### config.mk
export PLATFORM = sky130hd
export DESIGN_NAME = uart_frame_tx
export DESIGN_NICKNAME = d
export VERILOG_FILES = /design/src/rtl/uart_pkg.sv /design/src/rtl/uart_baud_gen.sv /design/src/rtl/uart_frame_tx.sv
export SDC_FILE = /design/constraint.sdc
export NUM_CORES = 1
export LEC_CHECK = 0
export BUFFER_PORTS_ARGS = -buffer_cell sky130_fd_sc_hd__buf_2
export CAP_MARGIN = 20
export CELL_PAD_IN_SITES_DETAIL_PLACEMENT = 2
export CELL_PAD_IN_SITES_GLOBAL_PLACEMENT = 2
export CORE_MARGIN = 2
export CORE_UTILIZATION = 35
export DETAILED_ROUTE_END_ITERATION = 7
export HOLD_SLACK_MARGIN = 0.02
export MAX_ROUTING_LAYER = met4
export PLACE_DENSITY_LB_ADDON = 0.1
export SETUP_SLACK_MARGIN = 0.02
export SLEW_MARGIN = 20
export SYNTH_ARGS = -nofsm -noshare
export SYNTH_HDL_FRONTEND = slang
export SYNTH_SLANG_ARGS = --single-unit
### constraint.sdc
create_clock -name CLK -period 2 [get_ports CLK]
set_input_delay 0 -clock CLK [delete_from_list [all_inputs] [get_ports CLK]]
set_output_delay 0 -clock CLK [all_outputs]
set_load 0.02 [all_outputs]
### src/rtl/uart_pkg.sv
// uart_pkg: types and sizing helpers shared by the UART transmit/receive blocks.
//   uart_state_e : framing FSM states (PARITY is used only when parity is built in)
//   nbytes()     : characters per message word
//   cnt_w()      : counter width for a modulus, never narrower than one bit
package uart_pkg;

  typedef enum logic [2:0] {
    IDLE,
    START,
    DATA,
    STOP,
    PARITY
  } uart_state_e;

  localparam int unsigned DEF_FULL_DATA_SIZE = 40;
  localparam int unsigned DEF_BYTE_SIZE      = 8;
  localparam int unsigned DEF_CLKS_PER_BIT   = 4;

  function automatic int unsigned nbytes(input int unsigned full_size,
                                         input int unsigned byte_size);
    return full_size / byte_size;
  endfunction

  function automatic int unsigned cnt_w(input int unsigned modulus);
    return (modulus > 1) ? $clog2(modulus) : 1;
  endfunction

endpackage

### src/rtl/uart_baud_gen.sv
// uart_baud_gen: bit-period timer. Emits a one-cycle bit_tick on the last
// cycle of every CLKS_PER_BIT-cycle bit period while enabled.
//   clk      : system clock, rising edge
//   rst_n    : asynchronous active-low reset
//   restart  : clear the period counter (frame accept)
//   en       : count while high
//   bit_tick : high during the final cycle of a bit period
module uart_baud_gen
  import uart_pkg::*;
#(
  parameter int unsigned CLKS_PER_BIT = DEF_CLKS_PER_BIT
) (
  input  logic clk,
  input  logic rst_n,
  input  logic restart,
  input  logic en,
  output logic bit_tick
);

  localparam int unsigned CNT_W = cnt_w(CLKS_PER_BIT);
  localparam logic [CNT_W-1:0] LAST = CNT_W'(CLKS_PER_BIT - 1);

  logic [CNT_W-1:0] cnt_q, cnt_d;

  assign bit_tick = en && (cnt_q == LAST);

  always_comb begin
    cnt_d = cnt_q;
    if (restart) begin
      cnt_d = '0;
    end else if (en) begin
      cnt_d = bit_tick ? '0 : cnt_q + 1'b1;
    end
  end

  always_ff @(posedge clk or negedge rst_n) begin
    if (!rst_n) begin
      cnt_q <= '0;
    end else begin
      cnt_q <= cnt_d;
    end
  end

endmodule

### src/rtl/uart_frame_tx.sv
// uart_frame_tx: serialises a FULL_DATA_SIZE-bit message onto one UART line,
// least-significant character first, each character framed 8N1.
//   CLK       : system clock, rising edge
//   RST       : asynchronous active-low reset
//   full_data : message; character k = full_data[k*BYTE_SIZE +: BYTE_SIZE]
//   in_valid  : start request, sampled only while idle
//   out_bit   : registered serial line, idles high
//   busy      : high from the accept cycle until the final stop bit period ends
//   done      : one-cycle pulse when the final stop bit period completes
// Build option: define UART_FRAME_TX_PARITY_EN to insert an even-parity bit
// between the last data bit and the stop bit of every character.
module uart_frame_tx
  import uart_pkg::*;
#(
  parameter int unsigned FULL_DATA_SIZE = DEF_FULL_DATA_SIZE,
  parameter int unsigned BYTE_SIZE      = DEF_BYTE_SIZE,
  parameter int unsigned CLKS_PER_BIT   = DEF_CLKS_PER_BIT
) (
  input  logic                      CLK,
  input  logic                      RST,
  input  logic [FULL_DATA_SIZE-1:0] full_data,
  input  logic                      in_valid,
  output logic                      out_bit,
  output logic                      busy,
  output logic                      done
);

  localparam int unsigned NBYTES = nbytes(FULL_DATA_SIZE, BYTE_SIZE);
  localparam int unsigned BIT_W  = cnt_w(BYTE_SIZE);
  localparam int unsigned BYTE_W = cnt_w(NBYTES);
  localparam logic [BIT_W-1:0]  LAST_BIT  = BIT_W'(BYTE_SIZE - 1);
  localparam logic [BYTE_W-1:0] LAST_BYTE = BYTE_W'(NBYTES - 1);

  uart_state_e               state_q, state_d;
  logic [BIT_W-1:0]          bit_idx_q, bit_idx_d;
  logic [BYTE_W-1:0]         byte_idx_q, byte_idx_d;
  logic [FULL_DATA_SIZE-1:0] shreg_q, shreg_d;
  logic                      out_bit_q, out_bit_d;
  logic                      busy_q, busy_d;
  logic                      done_q, done_d;
  logic                      accept;
  logic                      bit_tick;
  logic [BYTE_SIZE-1:0]      cur_byte;

  // The character in flight always sits in the low bits; the register is
  // shifted down one character at each inter-character STOP->START step.
  assign cur_byte = shreg_q[BYTE_SIZE-1:0];

  uart_baud_gen #(
    .CLKS_PER_BIT(CLKS_PER_BIT)
  ) u_baud (
    .clk     (CLK),
    .rst_n   (RST),
    .restart (accept),
    .en      (state_q != IDLE),
    .bit_tick(bit_tick)
  );

  always_comb begin
    state_d    = state_q;
    bit_idx_d  = bit_idx_q;
    byte_idx_d = byte_idx_q;
    shreg_d    = shreg_q;
    busy_d     = busy_q;
    done_d     = 1'b0;
    out_bit_d  = 1'b1;
    accept     = 1'b0;
    case (state_q)
      IDLE: begin
        if (in_valid) begin
          accept     = 1'b1;
          shreg_d    = full_data;
          bit_idx_d  = '0;
          byte_idx_d = '0;
          busy_d     = 1'b1;
          state_d    = START;
        end
      end
      START: begin
        out_bit_d = 1'b0;
        if (bit_tick) begin
          bit_idx_d = '0;
          state_d   = DATA;
        end
      end
      DATA: begin
        out_bit_d = cur_byte[bit_idx_q];
        if (bit_tick) begin
          if (bit_idx_q == LAST_BIT) begin
`ifdef UART_FRAME_TX_PARITY_EN
            state_d = PARITY;
`else
            state_d = STOP;
`endif
          end else begin
            bit_idx_d = bit_idx_q + 1'b1;
          end
        end
      end
`ifdef UART_FRAME_TX_PARITY_EN
      PARITY: begin
        out_bit_d = ^cur_byte;
        if (bit_tick) begin
          state_d = STOP;
        end
      end
`endif
      STOP: begin
        out_bit_d = 1'b1;
        if (bit_tick) begin
          if (byte_idx_q == LAST_BYTE) begin
            busy_d  = 1'b0;
            done_d  = 1'b1;
            state_d = IDLE;
          end else begin
            byte_idx_d = byte_idx_q + 1'b1;
            shreg_d    = shreg_q >> BYTE_SIZE;
            state_d    = START;
          end
        end
      end
      default: begin
        state_d = IDLE;
      end
    endcase
  end

  always_ff @(posedge CLK or negedge RST) begin
    if (!RST) begin
      state_q    <= IDLE;
      bit_idx_q  <= '0;
      byte_idx_q <= '0;
      shreg_q    <= '0;
      out_bit_q  <= 1'b1;
      busy_q     <= 1'b0;
      done_q     <= 1'b0;
    end else begin
      state_q    <= state_d;
      bit_idx_q  <= bit_idx_d;
      byte_idx_q <= byte_idx_d;
      shreg_q    <= shreg_d;
      out_bit_q  <= out_bit_d;
      busy_q     <= busy_d;
      done_q     <= done_d;
    end
  end

  assign out_bit = out_bit_q;
  assign busy    = busy_q;
  assign done    = done_q;

endmodule

==> reports/results.txt, run 1 <==
HP Start - full_data[17]
Critical Path RT - 2.19 ns
number of enable flip-flop cells after synthesis - 0
reg2reg path depth - 6
Synth Area in XOR/XNOR - 0%
GRT overflow - 0
Post-DP HPWL - 4640 microns
Worst R2R Start - state_q[0]
maximum VDD drop - 541 uV
final hold slack - 0.0325 ns
DR DRC count - 0
synthesized area - 2570 sq um
Cells after DPL - 376
die width - 89.7 microns
critical path cell sequence - inv_1 > ha_1 > nor2_1 > nand2_1 > a221o_1 > a22o_1
Compound-Gate Fraction of Synth Area - 14.8%
die area - 8050 sq um
Area Overhead vs Synth - 34.4%
reg2reg end - bit_idx_q[0]
clock buffer depth - 2
Yosys cell types - 31
H-tree levels - 2
Reg area - 1330 sq um
DP Worst Slack - 0.177 ns
Peak Freq - 535 MHz
antenna-violating nets left - 0
number of global-route vias before repair - 2435
LEAKAGE - 1.62 nW
Top FF cell, synth - dfrtp_1
ys async rst share - 100%
Pre-antenna DRT Iters - 3
final-stage net count - 376
area of the multi-input gates - 1140 sq um
Seq/Total Area, Yosys - 51.6%
setup_tns - 0 ns
max incr delay on CP - 0.46 ns
Mean Syn Cell Area - 10.9 sq um
Clock Sinks - 53
outcome - completed
GP Congestion - 0.750
Worst-path clk slew - 0.10 ns
fillers - 763
DIE HEIGHT - 89.7 microns
TritonCTS buffer count - 5
n_diodes - 0
endpoints failing hold - 0
Reg2Reg Setup Slack - 0.13 ns
unrepaired setup endpoints after global routing - true
Power Density - 1390 nW/um^2
critical path class - reg2reg
Max-Cap Viols - 0
Worst Path Max Fanout - 7
Hold/Removal Path Class - in2reg
Std-Cell Rows - 31
Hold Path Stages - 3
DR WL/cell - 16.3 microns
Slowest cell on crit path - dfrtp_1
CP Capture Type - flop
Max Clock Skew - 0.00925 ns
CTS tree - built
largest family of logic cells by synthesized area - compound AO/OA/AOI/OAI gates
Final Cycle Share - 93.4%
I/O pin cnt - 46
area leader, netlist - dfrtp_1
most frequent cell after synthesis - dfrtp_1
clk_lat worst skew - 0.30 ns
mux cell area share after synthesis - 14.5%
Final Non-Filler Cells - 424
relative slew slack - 67.1%
GRT Util Overall - 18.8%
crit start category - flop
Yosys reg bits - 53
Gate Count Post-Synth - 235
Final WS setup - 0.133 ns
largest net degree at the start of global routing - 33
Synth top cells by count - 52 x dfrtp_1, 39 x nand2_1, 34 x mux2i_1, 33 x o21ai_1, 10 x a22o_1
share of post-route cells with drive strength above 1 - 21.2%
Core ar. - 7180 sq um
WP data arrival - 2.05 ns
Final setup violation count - 0
final WL - 6920 microns
Hold EP - shreg_q[17]
max-slew violation count - 0
worst path buffer plus inverter count - 1
initial antenna violation count - 0
post-layout minimum cycle time - 1.87 ns
Synth Net Count - 287
synth warn - 0
initial core utilization - 35.8%
DR vias - 2090
port bufs - 45
cell family with most CP delay - compound AO/OA/AOI/OAI gates
first-pass GRT wire length - 11900 microns
top cells by area, synth - dfrtp_1 51%, mux2i_1 13%, o21ai_1 6.4%, nand2_1 5.7%, ha_1 4.4%
simple-gate portion of the synthesized area - 9.59%
post-synthesis adder-cell area fraction - 4.38%
Tightest Pin Transition - 0.493 ns
via/cell ratio - 4.93
DR iter-0 viols - 84
post-synth top area share - 50.6%
Root Driver - clkbuf_8
sequential cells by signal (all words and copies together), names as in the netlist:
name and count:
done 1, shreg_q 40, byte_idx_q 3, out_bit 1, state_q 2, bit_idx_q 3, busy 1, u_baud.cnt_q 2
area by class of cell:
type	count	area share, %
multi-input combinational	163	32.9
timing repair buffer	96	21.2
clock inverter	1	0.869
tap	99	3.58
sequential	53	38.4
clock buffer	7	2.50
inverter	5	0.543
where the power goes:
part / total, mW / switching [mW] / internal [mW] / leakage (nW)
logic: 2.16 / 1.14 / 1.01 / 0.897
registers: 1.87 / 0.307 / 1.57 / 0.659
clock network: 0.759 / 0.350 / 0.409 / 0.0585
total: 4.79 / 1.80 / 2.99 / 1.62
worst max path at each step:
stage | startpoint | cells after the start | slack (ns) | to
detailed placement | state_q[0] | 5 | 0.18 | shreg_q[37]
floorplan | state_q[0] | 6 | 0.33 | state_q[1]
finish | state_q[0] | 6 | 0.13 | bit_idx_q[0]
CTS | state_q[0] | 5 | 0.16 | shreg_q[37]
global placement | state_q[0] | 5 | 0.26 | shreg_q[37]
global route | state_q[0] | 6 | 0.0006 | bit_idx_q[0]
layer usage:
layer	up-vias	routed length (microns)	part of all wire, %	GRT usage, %
met2	33	3640	53	33.3
met3	6	164	2.4	3.35
met4	0	87	1.3	5.13
li1	1009	-	-	-
met1	1042	3030	44	22.2
met5	-	0	0	-
cell families (layout without fill, tap and decap cells):
logic type	count (synthesis)	in the layout
adders and majority gates	9	9
and+or+nand+nor	57	57
AOI/OAI and AO/OA	61	61
buffers and inverters	19	109
DFF	53	53
muxes	36	36
metrics by stage:
step                util, %  power [mW]  cell area, sq um
finish                 48.2        4.79              3460
global route           48.2        5.23              3460
CTS                    47.9        4.82              3440
detailed placement     40.7        3.98              2920
global placement       40.7        3.86              2920
floorplan                 -        3.40              2570
placed cells by master, fill, tap and decap left out:
master | synthesis | routed
o2111ai_1 | 1 | 1
a21o_1 | 1 | 1
dfrtp_1 | 52 | 52
a32o_1 | 2 | 2
nand3b_1 | 2 | 2
buf_12 | 0 | 2
mux4_2 | 1 | 1
mux2i_1 | 34 | 34
o31a_4 | 0 | 1
mux2_1 | 1 | 1
o22a_1 | 1 | 1
nor2b_1 | 3 | 3
ha_1 | 9 | 8
nand3_1 | 2 | 2
a22o_1 | 10 | 10
clkbuf_8 | 0 | 6
a31o_2 | 1 | 1
nor2_1 | 5 | 5
dlygate4sd3_1 | 0 | 40
o21ai_0 | 5 | 5
and2_1 | 2 | 2
inv_1 | 5 | 5
nor3_1 | 3 | 3
ha_4 | 0 | 1
nand2_1 | 39 | 39
o31ai_1 | 1 | 1
a211o_1 | 1 | 1
buf_4 | 1 | 9
bufinv_16 | 0 | 1
nor3_2 | 1 | 1
a21oi_1 | 3 | 3
dfstp_2 | 1 | 1
buf_2 | 7 | 45
o21ai_1 | 33 | 33
clkbuf_1 | 0 | 1
a221o_1 | 1 | 1
what timing repair did:
item / CTS / global route
setup buffers: 0 / 0
gates resized for setup: 0 / 2
hold endpoints to repair: 58 / 0
hold buffers: 40 / 0
endpoints found under the setup margin: 0 / 3
worst reg2reg max path: cells and delay by family, from the launching register on:
family	cells	cell delay, ns
AOI/OAI and AO/OA	2	0.62
buffers and inverters	1	0.09
adders and majority gates	1	0.30
DFF	1	0.46
and+or+nand+nor	2	0.30
(Power assumes the default switching activity.)
==> run 2, diff against run 1 <==
--- a/config.mk
+++ b/config.mk
@@ -10,7 +10,7 @@
 export CELL_PAD_IN_SITES_DETAIL_PLACEMENT = 2
 export CELL_PAD_IN_SITES_GLOBAL_PLACEMENT = 2
 export CORE_MARGIN = 2
-export CORE_UTILIZATION = 35
+export CORE_UTILIZATION = 38
 export DETAILED_ROUTE_END_ITERATION = 7
 export HOLD_SLACK_MARGIN = 0.02
 export MAX_ROUTING_LAYER = met4
@@ -19,4 +19,5 @@
 export SLEW_MARGIN = 20
 export SYNTH_ARGS = -nofsm -noshare
 export SYNTH_HDL_FRONTEND = slang
+export SYNTH_HIERARCHICAL = 1
 export SYNTH_SLANG_ARGS = --single-unit
==> reports/results.txt, run 2 <==
Seq/Total Area, Yosys - 48.8%
initial antenna violation count - 0
first-pass GRT wire length - 11100 microns
GRT overflow - 0
maximum VDD drop - 281 uV
Worst setup startpoint - state_q[0]
port bufs - 45
I/O pin cnt - 46
Slowest cell on crit path - dfrtp_1
Worst R2R Start - state_q[0]
GP Congestion - 0.748
Core ar. - 6870 sq um
WP data arrival - 2.30 ns
Final setup violation count - 32
Clk pwr share - 36.3%
unrepaired setup endpoints after global routing - true
Final WS setup - -0.0915 ns
most frequent cells in the layout - 52 x dfrtp_1, 45 x buf_2, 34 x mux2_2
final hold slack - 0.0340 ns
cell family with most CP delay - buffers and inverters
max reg flops - 40
post-synth top area share - 47.8%
Regs by FF count - shreg_q (40), bit_idx_q (3), byte_idx_q (3)
outcome - finished with violations
synthesized area - 2720 sq um
Gate Count Post-Synth - 200
worst setup path end - shreg_q[18]
Root Driver - clkbuf_8
number of enable flip-flop cells after synthesis - 0
share of post-route cells with drive strength above 1 - 56.9%
Area Overhead vs Synth - 35.7%
Reg2Reg Setup Slack - -0.09 ns
ys async rst share - 100%
DIE HEIGHT - 88.6 microns
die width - 88.6 microns
most frequent cell after synthesis - mux2_2
Max-Cap Viols - 0
clock buffer depth - 2
via/cell ratio - 5.18
Yosys cell types - 39
Tightest Pin Transition - 0.432 ns
TritonCTS buffer count - 5
H-tree levels - 2
Std-Cell Rows - 30
DR DRC count - 0
DR vias - 1951
number of global-route vias before repair - 2157
reg2reg end - shreg_q[18]
post-layout minimum cycle time - 2.09 ns
initial core utilization - 39.6%
Synth top cells by count - 66 x mux2_2, 52 x dfrtp_1, 11 x ha_1, 8 x a22o_1, 8 x inv_1
Critical Path RT - 2.20 ns
final WL - 8480 microns
final-stage net count - 334
Final Cycle Share - 105%
top cells by area, synth - dfrtp_1 48%, mux2_2 27%, ha_1 5.1%, a22o_1 2.6%, mux2i_1 1.8%
Max Clock Skew - 0.0299 ns
Comb power frac - 6.7%
clk_lat worst skew - 0.34 ns
reg2reg path depth - 9
part of the power in registers - 57.1%
critical path cell sequence - inv_2 > ha_4 > inv_4 > and2_4 > nor2b_4 > a311oi_4 > buf_6 > clkbuf_16 > mux2_4
Hold/Removal Path Class - in2reg
Clock Sinks - 53
net switching power figure - 473 uW
max incr delay on CP - 0.44 ns
CTS tree - built
commonest non-fill, non-tap cell in the layout - dfrtp_1
Synth Net Count - 254
critical path class - reg2reg
violated checks - negative setup slack
Power Density - 508 nW/um^2
sw frac - 25.2%
total chip power - 1.88 mW
Mean Syn Cell Area - 13.6 sq um
synth warn - 6
relative slew slack - 71.1%
largest net degree at the start of global routing - 54
Critical Path Stages - 9
Yosys reg bits - 53
setup_tns - -1.74 ns
HP Start - full_data[22]
GRT Util Overall - 19.2%
DR iter-0 viols - 44
Post-DP HPWL - 4460 microns
Placed Area - 3150 sq um
CP Capture Type - flop
DR WL/cell - 22.5 microns
max-slew violation count - 0
Top FF cell, synth - dfrtp_1
n_diodes - 0
Post-Layout Inst Area - 3690 sq um
LEAKAGE - 1.78 nW
Int Pwr - 1.40 mW
antenna-violating nets left - 0
Peak Freq - 478 MHz
Worst Path Max Fanout - 8
crit start category - flop
Biggest register - shreg_q
die area - 7850 sq um
Pre-antenna DRT Iters - 4
endpoints failing hold - 0
Worst-path clk slew - 0.13 ns
area leader, netlist - dfrtp_1
worst path buffer plus inverter count - 4
-- run 2: logic make-up (layout without fill, tap and decap cells) --
kind of cell	count (synthesis)	in the layout	synth area share, %
muxes	73	73	30.5
adders and majority gates	11	11	5.06
and+or+nand+nor	25	25	5.20
DFF	53	53	48.8
buffers and inverters	15	96	3.03
AOI/OAI and AO/OA	23	23	7.45
-- run 2: what timing repair did --
item                                    4_1_cts  5_1_grt
gates resized for setup                       5       38
hold endpoints to repair                     61        0
pin swaps                                     0        2
cloned                                        1        4
buffers inserted                              2        7
endpoints found under the setup margin       33       40
hold buffers                                  9        0
-- run 2: how the worst min path moves through the flow --
stage	cells after the start	to	slack, ns
after floorplan	0	bit_idx_q[0]	-0.30
after global placement	2	shreg_q[34]	0.02
after detailed placement	2	shreg_q[34]	0.02
after CTS	3	shreg_q[27]	0.03
after global routing	3	shreg_q[29]	0.02
final	3	shreg_q[22]	0.03
-- run 2: worst reg2reg max path, stage by stage, from the launching register on --
cell and delay (ns):
dfrtp_1 0.44, inv_2 0.09, ha_4 0.19, inv_4 0.06
and2_4 0.16, nor2b_4 0.05, a311oi_4 0.32, buf_6 0.19
clkbuf_16 0.17, mux2_4 0.31
-- run 2: stage by stage --
step / cells / setup WS [ns] / util, %
after detailed placement: 346 / -0.0855 / 45.8
after CTS: 366 / 0.00882 / 49.4
after global routing: 377 / -0.160 / 53.8
final: 377 / -0.0915 / 53.8
after global placement: 346 / -0.000591 / 45.8
after floorplan: 200 / 0.0396 / -
-- run 2: per-layer routing --
metal	vias to the layer above	global-route usage, %	wire length, microns
li1	886	-	-
met2	61	32.2	4430
met1	986	24.6	3650
met4	0	4.55	154
met5	-	-	0
met3	18	2.80	238
-- run 2: layout make-up --
cell class	instances	area, sq um
sequential	53	1330
timing repair buffer	80	646
fill	676	3180
tap	96	120
inverter	8	32.5
clock inverter	3	28.8
clock buffer	5	68.8
multi-input combinational	132	1470
-- run 2: power by group through the flow --
stage	combinational [mW]	sequential (mW)	clock, mW
4_1_cts	0.118	1.07	0.693
6_report	0.125	1.07	0.681
3_3_place_gp	0.103	1.09	0
3_5_place_dp	0.105	1.09	0
5_1_grt	0.137	1.07	0.743
2_1_floorplan	0.0283	1.09	0
==> run 3, diff against run 2 <==
--- a/config.mk
+++ b/config.mk
@@ -5,12 +5,13 @@
 export SDC_FILE = /design/constraint.sdc
 export NUM_CORES = 1
 export LEC_CHECK = 0
+export ABC_AREA = 1
 export BUFFER_PORTS_ARGS = -buffer_cell sky130_fd_sc_hd__buf_2
 export CAP_MARGIN = 20
 export CELL_PAD_IN_SITES_DETAIL_PLACEMENT = 2
 export CELL_PAD_IN_SITES_GLOBAL_PLACEMENT = 2
 export CORE_MARGIN = 2
-export CORE_UTILIZATION = 38
+export CORE_UTILIZATION = 32
 export DETAILED_ROUTE_END_ITERATION = 7
 export HOLD_SLACK_MARGIN = 0.02
 export MAX_ROUTING_LAYER = met4
==> reports/results.txt, run 3 <==
outcome - completed
TritonCTS buffer count - 5
number of global-route vias before repair - 2880
antenna-violating nets left - 0
Root Driver - clkbuf_8
DR DRC count - 0
Int Pwr - 3.08 mW
area leader, netlist - dfrtp_1
die width - 98.0 microns
Regs by FF count - shreg_q (40), bit_idx_q (3), byte_idx_q (3)
most frequent cells in the layout - 207 x nand2_1, 50 x dfrtp_1, 45 x buf_2
number of enable flip-flop cells after synthesis - 0
initial antenna violation count - 0
first-pass GRT wire length - 14000 microns
synthesized area - 2830 sq um
GRT overflow - 0
Std-Cell Rows - 34
Critical Path RT - 2.20 ns
clk_lat worst skew - 0.31 ns
Worst R2R Start - state_q[0]
DR iter-0 viols - 56
Mean Syn Cell Area - 7.43 sq um
Tightest Pin Transition - 0.709 ns
Worst-path clk slew - 0.10 ns
Final setup violation count - 0
I/O pin cnt - 46
Top FF cell, synth - dfrtp_1
via/cell ratio - 4.63
Max Clock Skew - 0.0105 ns
Clk pwr share - 15.8%
Post-Layout Inst Area - 3650 sq um
port bufs - 45
total chip power - 5.56 mW
Worst setup startpoint - state_q[0]
final WL - 8230 microns
WP data arrival - 2.09 ns
critical path class - reg2reg
Final Cycle Share - 94.4%
unrepaired setup endpoints after global routing - false
Power Density - 1520 nW/um^2
GP Congestion - 0.734
relative slew slack - 52.7%
net switching power figure - 2.48 mW
Gate Count Post-Synth - 381
Max-Cap Viols - 0
Pre-antenna DRT Iters - 4
share of post-route cells with drive strength above 1 - 17.0%
HP Start - full_data[2]
Worst Path Max Fanout - 46
crit start category - flop
post-synth top area share - 46.0%
n_diodes - 0
DIE HEIGHT - 98.0 microns
die area - 9610 sq um
Core ar. - 8640 sq um
GRT Util Overall - 18.5%
ys async rst share - 100%
Yosys reg bits - 53
top cells by area, synth - dfrtp_1 46%, nand2_1 27%, ha_1 4.9%, inv_1 4.2%, o21ai_0 3.2%
commonest non-fill, non-tap cell in the layout - nand2_1
sw frac - 44.6%
Clock Sinks - 53
Post-DP HPWL - 5400 microns
synth warn - 6
Seq/Total Area, Yosys - 46.9%
Synth Net Count - 435
initial core utilization - 32.8%
Hold/Removal Path Class - in2reg
CTS tree - built
H-tree levels - 2
largest net degree at the start of global routing - 47
clock buffer depth - 2
Yosys cell types - 25
endpoints failing hold - 0
final-stage net count - 512
LEAKAGE - 1.99 nW
Synth top cells by count - 207 x nand2_1, 52 x dfrtp_1, 32 x inv_1, 18 x o21ai_0, 15 x o21ai_1
Area Overhead vs Synth - 29.1%
part of the power in registers - 33.3%
DR WL/cell - 14.5 microns
CP Capture Type - flop
maximum VDD drop - 679 uV
Placed Area - 3150 sq um
max-slew violation count - 0
Biggest register - shreg_q
post-layout minimum cycle time - 1.89 ns
DR vias - 2623
setup_tns - 0 ns
most frequent cell after synthesis - nand2_1
Comb power frac - 51.0%
Peak Freq - 529 MHz
max reg flops - 40
run 3: cell types whose count changed after synthesis, moves of 3 or more:
cell     before  now
o21ai_1       0   15
buf_2         0    4
mux2i_1       5    0
buf_6         3    6
a22o_1        8    0
o21ai_0       2   18
nand2_1       3  207
nand3_1       2   11
mux2_2       66    0
inv_1         8   32
run 3: layout make-up:
type,count,area [sq um]
Inverter,35,158
Tap cell,108,135
Multi-Input combinational cell,277,1250
Timing Repair Buffer,86,648
Clock buffer,5,68.8
Fill cell,1026,4980
Clock inverter,3,65.1
Sequential cell,53,1330
run 3: path summary, 6_finish.rpt:
path,slack (ns),end,depth (start not counted)
hold reg to reg,0.49,shreg_q[23],2
hold / removal,0.03,shreg_q[2],5
setup reg to reg,0.11,shreg_q[28],11
setup / recovery,0.11,shreg_q[28],11
min in group asynchronous,0.26,shreg_q[9],2
max in group asynchronous,1.14,shreg_q[39],3
run 3: kinds of logic (layout without fill, tap and decap cells):
family	Yosys count	after routing	share of synthesized area (%)
compound gates	38	38	7.12
xor+xnor	1	1	0.310
fa+ha+maj	11	11	4.87
buf+inv	51	129	9.33
flops	53	53	46.9
simple gates	227	227	31.4
run 3: metrics by stage:
step           worst slack (ns)  hold WS, ns  util [%]  cells
2_1_floorplan             0.341       -0.296         -    381
3_3_place_gp              0.215       0.0908      36.5    527
3_5_place_dp            0.00720        0.102      36.5    527
4_1_cts                  0.0143       0.0249      41.7    566
5_1_grt                  0.0169       0.0603      42.3    567
6_report                  0.111       0.0284      42.3    567
run 3: what timing repair did:
action                                  CTS  global route
pin swaps                                 0             1
endpoints found under the setup margin   28            44
gates resized for setup                   2             9
hold buffers                             31             0
endpoints found under the hold margin    55             0
setup buffers                             0             1
run 3: power by group through the flow:
stage,Combinational [mW],Sequential (mW),Clock (mW)
finish,2.83,1.85,0.876
global route,3.32,1.92,0.945
CTS,2.72,1.84,0.914
detailed placement,2.63,1.86,0
global placement,2.49,1.84,0
floorplan,2.05,1.82,0
run 3: metal layers:
metal / global-route usage (%) / wire length, microns / up-vias
li1: - / - / 1305
met1: 23.7 / 3800 / 1266
met2: 31.2 / 4110 / 42
met3: 2.36 / 210 / 10
met4: 4.81 / 117 / 0
met5: - / 0 / -
run 3: worst max-delay path, cell delays in order, from the launching register on:
cell and delay (ns):
dfrtp_2 0.45, inv_1 0.12, ha_2 0.22, inv_1 0.09
nand2_1 0.08, inv_1 0.06, o21ai_2 0.16, inv_2 0.11
nand2_8 0.12, clkinv_16 0.13, nand2_1 0.13, o21ai_1 0.10
